<file path="src/rtl/ps2_key_arbiter.sv">
// ps2_key_arbiter
//   Fully synchronous PS/2 keyboard receiver and key arbiter for the TankWar
//   input path. kclk/kdata are synchronized and kclk is glitch filtered;
//   11-bit frames are checked for start/parity/stop and a watchdog abandons
//   stalled frames. Accepted bytes drive the make/break/extended decoder,
//   which tracks held keys per player and resolves directions to one-hot.
//
// Ports
//   clk_50m       system clock
//   rst           synchronous active-high reset
//   kclk, kdata   raw asynchronous PS/2 clock and data
//   player1_btns  {fire, right, left, down, up} for tank 1
//   player2_btns  {fire, right, left, down, up} for tank 2
//   code_valid    one-cycle pulse per accepted frame
//   code          last accepted scancode byte
//   frame_err     one-cycle pulse on start/parity/stop/timeout error
module ps2_key_arbiter #(
    parameter int unsigned TIMEOUT_CYCLES = 50000,
    parameter int unsigned FILTER_LEN     = 4
) (
    input  logic       clk_50m,
    input  logic       rst,
    input  logic       kclk,
    input  logic       kdata,
    output logic [4:0] player1_btns,
    output logic [4:0] player2_btns,
    output logic       code_valid,
    output logic [7:0] code,
    output logic       frame_err
);

    localparam int unsigned TW = $clog2(TIMEOUT_CYCLES + 1);
    localparam int unsigned FW = $clog2(FILTER_LEN + 1);

    typedef enum logic [1:0] {S_IDLE, S_DATA, S_PARITY, S_STOP} state_t;

    // Input conditioning
    logic [1:0]    r_kclk_s;
    logic [1:0]    r_kdata_s;
    logic [FW-1:0] r_filt_cnt;
    logic          r_kclk_f;
    logic          r_kclk_prev;
    logic          w_fall;
    logic          w_kdata;

    // Filtered level idles high after reset so reset itself never looks like a fall.
    always_ff @(posedge clk_50m) begin
        if (rst) begin
            r_kclk_s    <= '1;
            r_kdata_s   <= '1;
            r_filt_cnt  <= '0;
            r_kclk_f    <= 1'b1;
            r_kclk_prev <= 1'b1;
        end else begin
            r_kclk_s    <= {r_kclk_s[0], kclk};
            r_kdata_s   <= {r_kdata_s[0], kdata};
            r_kclk_prev <= r_kclk_f;
            if (r_kclk_s[1] == r_kclk_f) begin
                r_filt_cnt <= '0;
            end else if (r_filt_cnt == FW'(FILTER_LEN - 1)) begin
                r_kclk_f   <= r_kclk_s[1];
                r_filt_cnt <= '0;
            end else begin
                r_filt_cnt <= r_filt_cnt + 1'b1;
            end
        end
    end

    assign w_fall  = r_kclk_prev & ~r_kclk_f;
    assign w_kdata = r_kdata_s[1];

    // Frame FSM
    state_t        r_state, w_state_nxt;
    logic [2:0]    r_cnt, w_cnt_nxt;
    logic [7:0]    r_shift, w_shift_nxt;
    logic          r_par_ok, w_par_ok_nxt;
    logic [TW-1:0] r_timer, w_timer_nxt;
    logic          w_accept, w_err;
    logic          r_code_valid, r_frame_err;
    logic [7:0]    r_code;

    always_ff @(posedge clk_50m) begin
        if (rst) begin
            r_state      <= S_IDLE;
            r_cnt        <= '0;
            r_shift      <= '0;
            r_par_ok     <= 1'b0;
            r_timer      <= '0;
            r_code_valid <= 1'b0;
            r_frame_err  <= 1'b0;
            r_code       <= '0;
        end else begin
            r_state      <= w_state_nxt;
            r_cnt        <= w_cnt_nxt;
            r_shift      <= w_shift_nxt;
            r_par_ok     <= w_par_ok_nxt;
            r_timer      <= w_timer_nxt;
            r_code_valid <= w_accept;
            r_frame_err  <= w_err;
            if (w_accept) r_code <= r_shift;
        end
    end

    always_comb begin
        w_state_nxt  = r_state;
        w_cnt_nxt    = r_cnt;
        w_shift_nxt  = r_shift;
        w_par_ok_nxt = r_par_ok;
        w_timer_nxt  = '0;
        w_accept     = 1'b0;
        w_err        = 1'b0;
        if (r_state != S_IDLE && !w_fall) w_timer_nxt = r_timer + 1'b1;
        if (w_fall) begin
            case (r_state)
                S_IDLE: begin
                    if (!w_kdata) begin
                        w_state_nxt = S_DATA;
                        w_cnt_nxt   = '0;
                    end else begin
                        w_err = 1'b1;
                    end
                end
                S_DATA: begin
                    w_shift_nxt = {w_kdata, r_shift[7:1]};
                    w_cnt_nxt   = r_cnt + 1'b1;
                    if (r_cnt == 3'd7) w_state_nxt = S_PARITY;
                end
                S_PARITY: begin
                    w_par_ok_nxt = ^{r_shift, w_kdata};
                    w_state_nxt  = S_STOP;
                end
                S_STOP: begin
                    if (r_par_ok && w_kdata) w_accept = 1'b1;
                    else                     w_err    = 1'b1;
                    w_state_nxt = S_IDLE;
                end
                default: w_state_nxt = S_IDLE;
            endcase
        end else if (r_state != S_IDLE && r_timer == TW'(TIMEOUT_CYCLES - 1)) begin
            w_err       = 1'b1;
            w_state_nxt = S_IDLE;
        end
    end

    // Decoder and per-player arbitration
    logic       r_brk, r_ext;
    logic [4:0] r_p1_held, r_p2_held;
    logic [3:0] r_p1_dir, r_p2_dir;
    logic       w_p1_hit, w_p2_hit;
    logic [2:0] w_p1_idx, w_p2_idx;

    // Index 0..3 = up, down, left, right; 4 = fire (does not touch direction).
    function automatic logic [3:0] f_next_dir(input logic [4:0] held, input logic [3:0] dir,
                                              input logic [2:0] idx, input logic make);
        logic [4:0] remain;
        logic [3:0] res;
        res    = dir;
        remain = held & ~(5'b00001 << idx);
        if (idx != 3'd4) begin
            if (make) begin
                if (!held[idx]) res = 4'b0001 << idx[1:0];
            end else if (dir[idx[1:0]]) begin
                if      (remain[0]) res = 4'b0001;
                else if (remain[1]) res = 4'b0010;
                else if (remain[2]) res = 4'b0100;
                else if (remain[3]) res = 4'b1000;
                else                res = 4'b0000;
            end
        end
        return res;
    endfunction

    always_comb begin
        w_p1_hit = 1'b0;
        w_p1_idx = 3'd0;
        w_p2_hit = 1'b0;
        w_p2_idx = 3'd0;
        case (r_code)
            8'h1D: begin w_p1_hit = !r_ext; w_p1_idx = 3'd0; end
            8'h1B: begin w_p1_hit = !r_ext; w_p1_idx = 3'd1; end
            8'h1C: begin w_p1_hit = !r_ext; w_p1_idx = 3'd2; end
            8'h23: begin w_p1_hit = !r_ext; w_p1_idx = 3'd3; end
            8'h29: begin w_p1_hit = !r_ext; w_p1_idx = 3'd4; end
            8'h75: begin w_p2_hit = 1'b1;   w_p2_idx = 3'd0; end
            8'h72: begin w_p2_hit = 1'b1;   w_p2_idx = 3'd1; end
            8'h6B: begin w_p2_hit = 1'b1;   w_p2_idx = 3'd2; end
            8'h74: begin w_p2_hit = 1'b1;   w_p2_idx = 3'd3; end
            8'h70: begin w_p2_hit = !r_ext; w_p2_idx = 3'd4; end
            default: ;
        endcase
    end

    always_ff @(posedge clk_50m) begin
        if (rst) begin
            r_brk     <= 1'b0;
            r_ext     <= 1'b0;
            r_p1_held <= '0;
            r_p2_held <= '0;
            r_p1_dir  <= '0;
            r_p2_dir  <= '0;
        end else if (r_frame_err) begin
            r_brk <= 1'b0;
            r_ext <= 1'b0;
        end else if (r_code_valid) begin
            if (r_code == 8'hF0) begin
                r_brk <= 1'b1;
            end else if (r_code == 8'hE0) begin
                r_ext <= 1'b1;
            end else begin
                if (w_p1_hit) begin
                    r_p1_held[w_p1_idx] <= !r_brk;
                    r_p1_dir <= f_next_dir(r_p1_held, r_p1_dir, w_p1_idx, !r_brk);
                end
                if (w_p2_hit) begin
                    r_p2_held[w_p2_idx] <= !r_brk;
                    r_p2_dir <= f_next_dir(r_p2_held, r_p2_dir, w_p2_idx, !r_brk);
                end
                r_brk <= 1'b0;
                r_ext <= 1'b0;
            end
        end
    end

    assign player1_btns = {r_p1_held[4], r_p1_dir};
    assign player2_btns = {r_p2_held[4], r_p2_dir};
    assign code_valid   = r_code_valid;
    assign code         = r_code;
    assign frame_err    = r_frame_err;

endmodule

</file>
<file path="config.mk">
export PLATFORM = sky130hd
export DESIGN_NAME = ps2_key_arbiter
export DESIGN_NICKNAME = d
export VERILOG_FILES = /design/src/rtl/ps2_key_arbiter.sv
export SDC_FILE = /design/constraint.sdc
export NUM_CORES = 1
export LEC_CHECK = 0
export ABC_AREA = 1
export CORE_MARGIN = 3
export CORE_UTILIZATION = 46
export DETAILED_ROUTE_END_ITERATION = 7
export SLEW_MARGIN = 10
export SYNTH_ARGS = -nofsm -noshare
export SYNTH_HDL_FRONTEND = slang
export SYNTH_SLANG_ARGS = --single-unit
</file>
<file path="constraint.sdc">
create_clock -name clk_50m -period 3.02 [get_ports clk_50m]
set_input_delay 0.755 -clock clk_50m [delete_from_list [all_inputs] [get_ports clk_50m]]
set_output_delay 0.755 -clock clk_50m [all_outputs]
set_load 0.05 [all_outputs]
</file>
Yosys cells after proc, flatten, opt, wreduce, memory -nomap -nowiden. Index checks and enable logic that the tools add are counted. W data, S select, Z words.

Flip-flop bits (word level): 69. Latch bits: 0. Bits in writable memories: 0. ROM bits: 0. Input bits: 4. Output and inout port bits: 20. Memories kept: 0.

Add/subtract/negate cells: 3. Multipliers: 0. Div/mod/pow operators: 0. Order comparisons: 6. Eq/ne operators: 29. Shifts and indexed selects: 4. Muxes and demuxes: 50. Bitwise operators: 11. Reduce and logical (&&, ||, !) cells: 29.

Operators with widths (number): $mux W4 (14); $eq A8 B7 Y1 const B (5); $eq A8 B5 Y1 const B (3); $pmux W3 S4 (2); $mux W1 (17); $add A16 B1 Y16 const B (1); $eq A16 B16 Y1 const B (1); $eq A8 B6 Y1 const B (2); $eq A8 B8 Y1 const B (2); $reduce_and A8 Y1 (2); $ne A3 B3 Y1 const B (4); $bwmux W5 (2); $reduce_and A2 Y1 (5); $reduce_and A5 Y1 (2); $reduce_xor A9 Y1 (1); $and A4 B4 Y4 (2); $lt A3 B4 Y1 const B (2); $mux W2 (4); $ne A2 B2 Y1 const B (4); $not A4 Y4 (2); $pmux W2 S4 (1); $shl A1 B2 Y4 const A (2); $shl A1 B3 Y4 const A (2); $add A3 B1 Y3 const B (2); other kinds (25) (48).

Depth between registers and ports, before layout.
Word-level depth: 11. Depth in mapped cells: 13. Depth with buffers taken out: 13.

Worst setup path after synthesis. No wires, ideal clock.

Path type: register to register. From: register r_code[0], in the netlist code[0]. To: register r_p1_dir[0]. Arrival time: 1.758 ns. Data required time: 2.907 ns. Slack: 1.149 ns. Cell stages (with the launch flop): 12. Period minus slack after synthesis: 1.871 ns. Path through: dfxtp_1 nand2_1 nor2_4 nand2_2 nand2_1 nor2_2 nand2_1 nand2_1 nor2_2 nand3_2 nor2_1 nor2_1.

Longest elaborated chain between the ends: 10.

RTL lines: from (decl) (line 80) `logic [7:0] r_code;`; from (signal assigned) (line 100) `if (w_accept) r_code <= r_shift;`; $eq A8 B6 Y1 or $eq A8 B5 Y1 (tied branches) (line 178) `case (r_code)`; $pmux W3 S4 (line 178); $shl A1 B3 Y4 (line 158) `remain = held & ~(5'b00001 << idx);`; $not A4 Y4 (line 158); $and A4 B4 Y4 (line 158); $mux W4 (line 165) `else if (remain[2]) res = 4'b0100;`; $mux W4 (line 164) `else if (remain[1]) res = 4'b0010;`; $mux W4 (line 163) `if (remain[0]) res = 4'b0001;`; $mux W4 (line 162) `end else if (dir[idx[1:0]]) begin`; $mux W4 (line 160) `if (make) begin`; to (signal assigned) (line 212) `r_p1_dir <= f_next_dir(r_p1_held, r_p1_dir, w_p1_idx, !r_brk);`; to (decl) (line 148) `logic [3:0] r_p1_dir, r_p2_dir;`.

Parallel ways exist; a longest one is shown, timed or not. The select of a mux whose other input is x is not followed. A chain may end at the register's enable or synchronous reset.

Worst setup path in the final report.
From: register r_code[2], in the netlist code[2]. To: output port code[2].

RTL lines: to (decl) (line 28) `output logic [7:0] code,`.

No word-level cell between the ends.

==> reports/qor.log <==
qor: logic_synthesis.synth_sequential_area_ratio 39.3%
qor: clock_network.number_of_sinks_handled_by_clock_tree_synthesis 69
qor: job.number_of_maximum_capacitance_constraint_violations 0
qor: logic_synthesis.netlist_area 3520 um^2
qor: timing.finalHoldViolations 0
qor: clock_network.post-cts-setup-buffers 0
qor: worst_setup_path.slowest_delay 0.87 ns
qor: logic_synthesis.netlist_top_cells_area sky130_fd_sc_hd__dfxtp_1, sky130_fd_sc_hd__nor2_1, sky130_fd_sc_hd__nand2_1
qor: route.wirelength 7620 um
qor: finish.final_util 55.9%
qor: timing.fin_setup_tns 0 ns
qor: logic_synthesis.netlist-cell-type-count 31
qor: pwr.total_power 1.87 mW
qor: logic_synthesis.async_reset_ff_share 0%
qor: timing.max_transition_margin 57.6%
qor: finish.most-common-layout-cells sky130_fd_sc_hd__nor2_1, sky130_fd_sc_hd__nand2_1, sky130_fd_sc_hd__dfxtp_1
qor: route.viasPerCell 4.94
qor: floorplanning.die_width 93.4 um
qor: global_routing.grt_util_all_layers 18.5%
qor: logic_synthesis.synth_top_area_share 39.3%
qor: global_routing.grt-ovfl-total 0
qor: logic_synthesis.avgSynthCellArea 6.86 um^2
qor: worst_setup_path.critPathKind register to output pin
qor: floorplanning.io-pin-count 24
qor: place.port_bufs 23
qor: global_routing.grt_start_max_net_pins 28
qor: floorplanning.die_area 8730 um^2
qor: route.post-route-drc-count 0
qor: floorplanning.floorplan.core_area 7330 um^2
qor: worst_setup_path.critical_path.startpoint_type register
qor: finish.post_route_cells_drive_above_1_share 10.1%
qor: timing.max_slew.worst_pin.slew 0.635 ns
qor: place.preCtsSetupSlack 0.710 ns
qor: clock_network.cts-resized-gates 0
qor: worst_setup_path.crit_family buffers and inverters
qor: route.drt_first_pass_iters 7
qor: logic_synthesis.synth_edf_count 0
qor: place.place.detailed.instances 629
qor: timing.final.setup_skew 0.00917 ns
qor: global_routing.global_route_wire_length_before_repair 13100 um
qor: clock_network.ctsHoldBuffers 0
qor: worst_setup_path.worst_r2r_path_depth 6
qor: timing.finalCriticalPeriod 2.41 ns
qor: worst_setup_path.crit_path_cell_trace clkdlybuf4s50_1
qor: run_status.status completed
qor: route.post_drt_wl_per_cell 11.8 um
qor: floorplanning.start_util 48.0%
qor: global_routing.antenna_violations_before_repair 0
qor: clock_network.clock_insertion_delay_at_the_later_pin_of_the_skew_report 0.35 ns
qor: worst_setup_path.crit_path_top_delay_cell sky130_fd_sc_hd__clkdlybuf4s50_1
qor: worst_hold_path.type_of_the_tightest_min_delay_check register to register
qor: timing.postLayoutSetupSlackWorst 0.609 ns
qor: timing.setup-violations-final 0
qor: timing.achievable-frequency 415 MHz
qor: clock_network.clk_root_buffer_cell sky130_fd_sc_hd__clkbuf_8
qor: clock_network.clockBufferDepth 2
qor: logic_synthesis.top_cell_type_by_total_area_after_synthesis sky130_fd_sc_hd__dfxtp_1
qor: finish.area_delta_synth_final 16.5%
qor: route.detail_route.iter0.violations 176
qor: clock_network.cts.reportedPaths.clkPinSlew 0.08 ns
qor: finish.mostFrequentLayoutCell sky130_fd_sc_hd__nor2_1
qor: worst_setup_path.rrSetupSlack 1.10 ns
qor: finish.layout.nets 554
qor: pwr.leakage_power 1.69 nW
qor: logic_synthesis.syn-instance-count 513
qor: finish.antenna_cells 0
qor: worst_setup_path.required 2.26 ns
qor: place.gp_congestion 0.910
qor: route.routed_via_count 3189
qor: global_routing.first_global_vias 2825
qor: clock_network.clock_tree.htree_level_count 3
qor: finish.finish.cell_count_without_fillers 645
qor: route.antenna_violating_nets_post_route 0
qor: logic_synthesis.yosys_register_bits 69
qor: worst_setup_path.timing.critical_path.buf_inv 1
qor: clock_network.cts_tree done
qor: logic_synthesis.number_of_synthesis_warnings 0
qor: worst_setup_path.critical_path.max_fanout 6
qor: logic_synthesis.ys.flop_type sky130_fd_sc_hd__dfxtp_1
qor: worst_setup_path.worst-endpoint-arrival 1.66 ns
qor: logic_synthesis.syn_nets 526
qor: timing.post-route-period-util 79.8%
qor: timing.grt_setup_unrepaired false
qor: clock_network.number_of_buffers_created_by_cts 9
qor: floorplanning.dieHeight 93.4 um
qor: worst_hold_path.min_delay_path_depth 1
qor: worst_setup_path.worst-path-stages 1
qor: timing.slew_viol_final 0
qor: place.hpwl 5610 um
qor: pwr.peakVddDrop 0.286 mV
qor: pwr.p_per_area 456 nW/um^2
qor: worst_setup_path.critPathCaptureType output pin
qor: floorplanning.fp-row-count 31
## area by class of cell
class	count	area, um^2
fill	706	3230
sequential	69	1380
clock inverter	7	123
inverter	72	270
timing repair buffer	27	260
multi-input combinational	362	1820
clock buffer	9	124
tap	99	124
## per-stage QoR
step	cell area [um^2]	hold WS (ns)
after floorplan	3520	0.389
after CTS	4100	0.414
final	4100	0.413
after global routing	4100	0.429
after detailed placement	3850	0.394
after global placement	3850	0.392
## cell usage after synthesis (2+ instances only)
cell                       count
sky130_fd_sc_hd__nor3_1        5
sky130_fd_sc_hd__nor2_1       86
sky130_fd_sc_hd__ha_1          9
sky130_fd_sc_hd__nand2_1      83
sky130_fd_sc_hd__nand4_1       6
sky130_fd_sc_hd__dfxtp_1      69
sky130_fd_sc_hd__inv_2         4
sky130_fd_sc_hd__or2_2         6
sky130_fd_sc_hd__clkbuf_1      6
sky130_fd_sc_hd__nand2_2      10
sky130_fd_sc_hd__o21ai_0      52
sky130_fd_sc_hd__xnor2_1       3
sky130_fd_sc_hd__buf_4         3
sky130_fd_sc_hd__inv_1        67
sky130_fd_sc_hd__nand3_1      33
sky130_fd_sc_hd__a21oi_1      42
sky130_fd_sc_hd__nor2_2        5
sky130_fd_sc_hd__nand3_2       2
sky130_fd_sc_hd__nor2_4        6
sky130_fd_sc_hd__xor2_1        5
## state kept, by name (all words and copies together) (netlist names), 2 cells and up
signal      cells
code            8
r_cnt           3
r_filt_cnt      3
r_kclk_s        2
r_kdata_s       2
r_p1_dir        4
r_p1_held       5
r_p2_dir        4
r_p2_held       5
r_shift         8
r_state         2
r_timer        16
## power by group
part / total, mW / internal [mW] / switching (mW)
clock: 0.929 / 0.553 / 0.376
combinational: 0.0278 / 0.0116 / 0.0161
sequential: 0.914 / 0.912 / 0.00179
total: 1.87 / 1.48 / 0.394
## routing by layer
layer  vias to the layer above  wire, um  GRT usage, %
met1                      1422      4060          27.2
met3                        12       283          2.82
met2                        63      3160          26.7
met5                         -         0             0
met4                         0       117          7.33
li1                       1692         -             -
## final timing paths
check / from / to
setup reg to reg: r_kclk_f$_SDFFE_PP1P_ / code[3]$_SDFFE_PP0P_
hold reg to reg: r_kclk_s[0]$_SDFF_PP1_ / r_kclk_s[1]$_SDFF_PP1_
hold / removal: r_kclk_s[0]$_SDFF_PP1_ / r_kclk_s[1]$_SDFF_PP1_
setup / recovery: code[2]$_SDFFE_PP0P_ / code[2]
## cells by family (layout without fill, tap and decap cells)
kind of cell / after synthesis / in the layout / synth area share [%]
xor gates and xnor gates: 8 / 8 / 1.99
buffers and inverters: 82 / 115 / 9.11
adders and majority gates: 9 / 9 / 3.20
DFF: 69 / 69 / 39.3
AOI/OAI and AO/OA: 99 / 99 / 14.3
and+or+nand+nor: 246 / 246 / 32.1
Power figures use the tool's default switching activity.
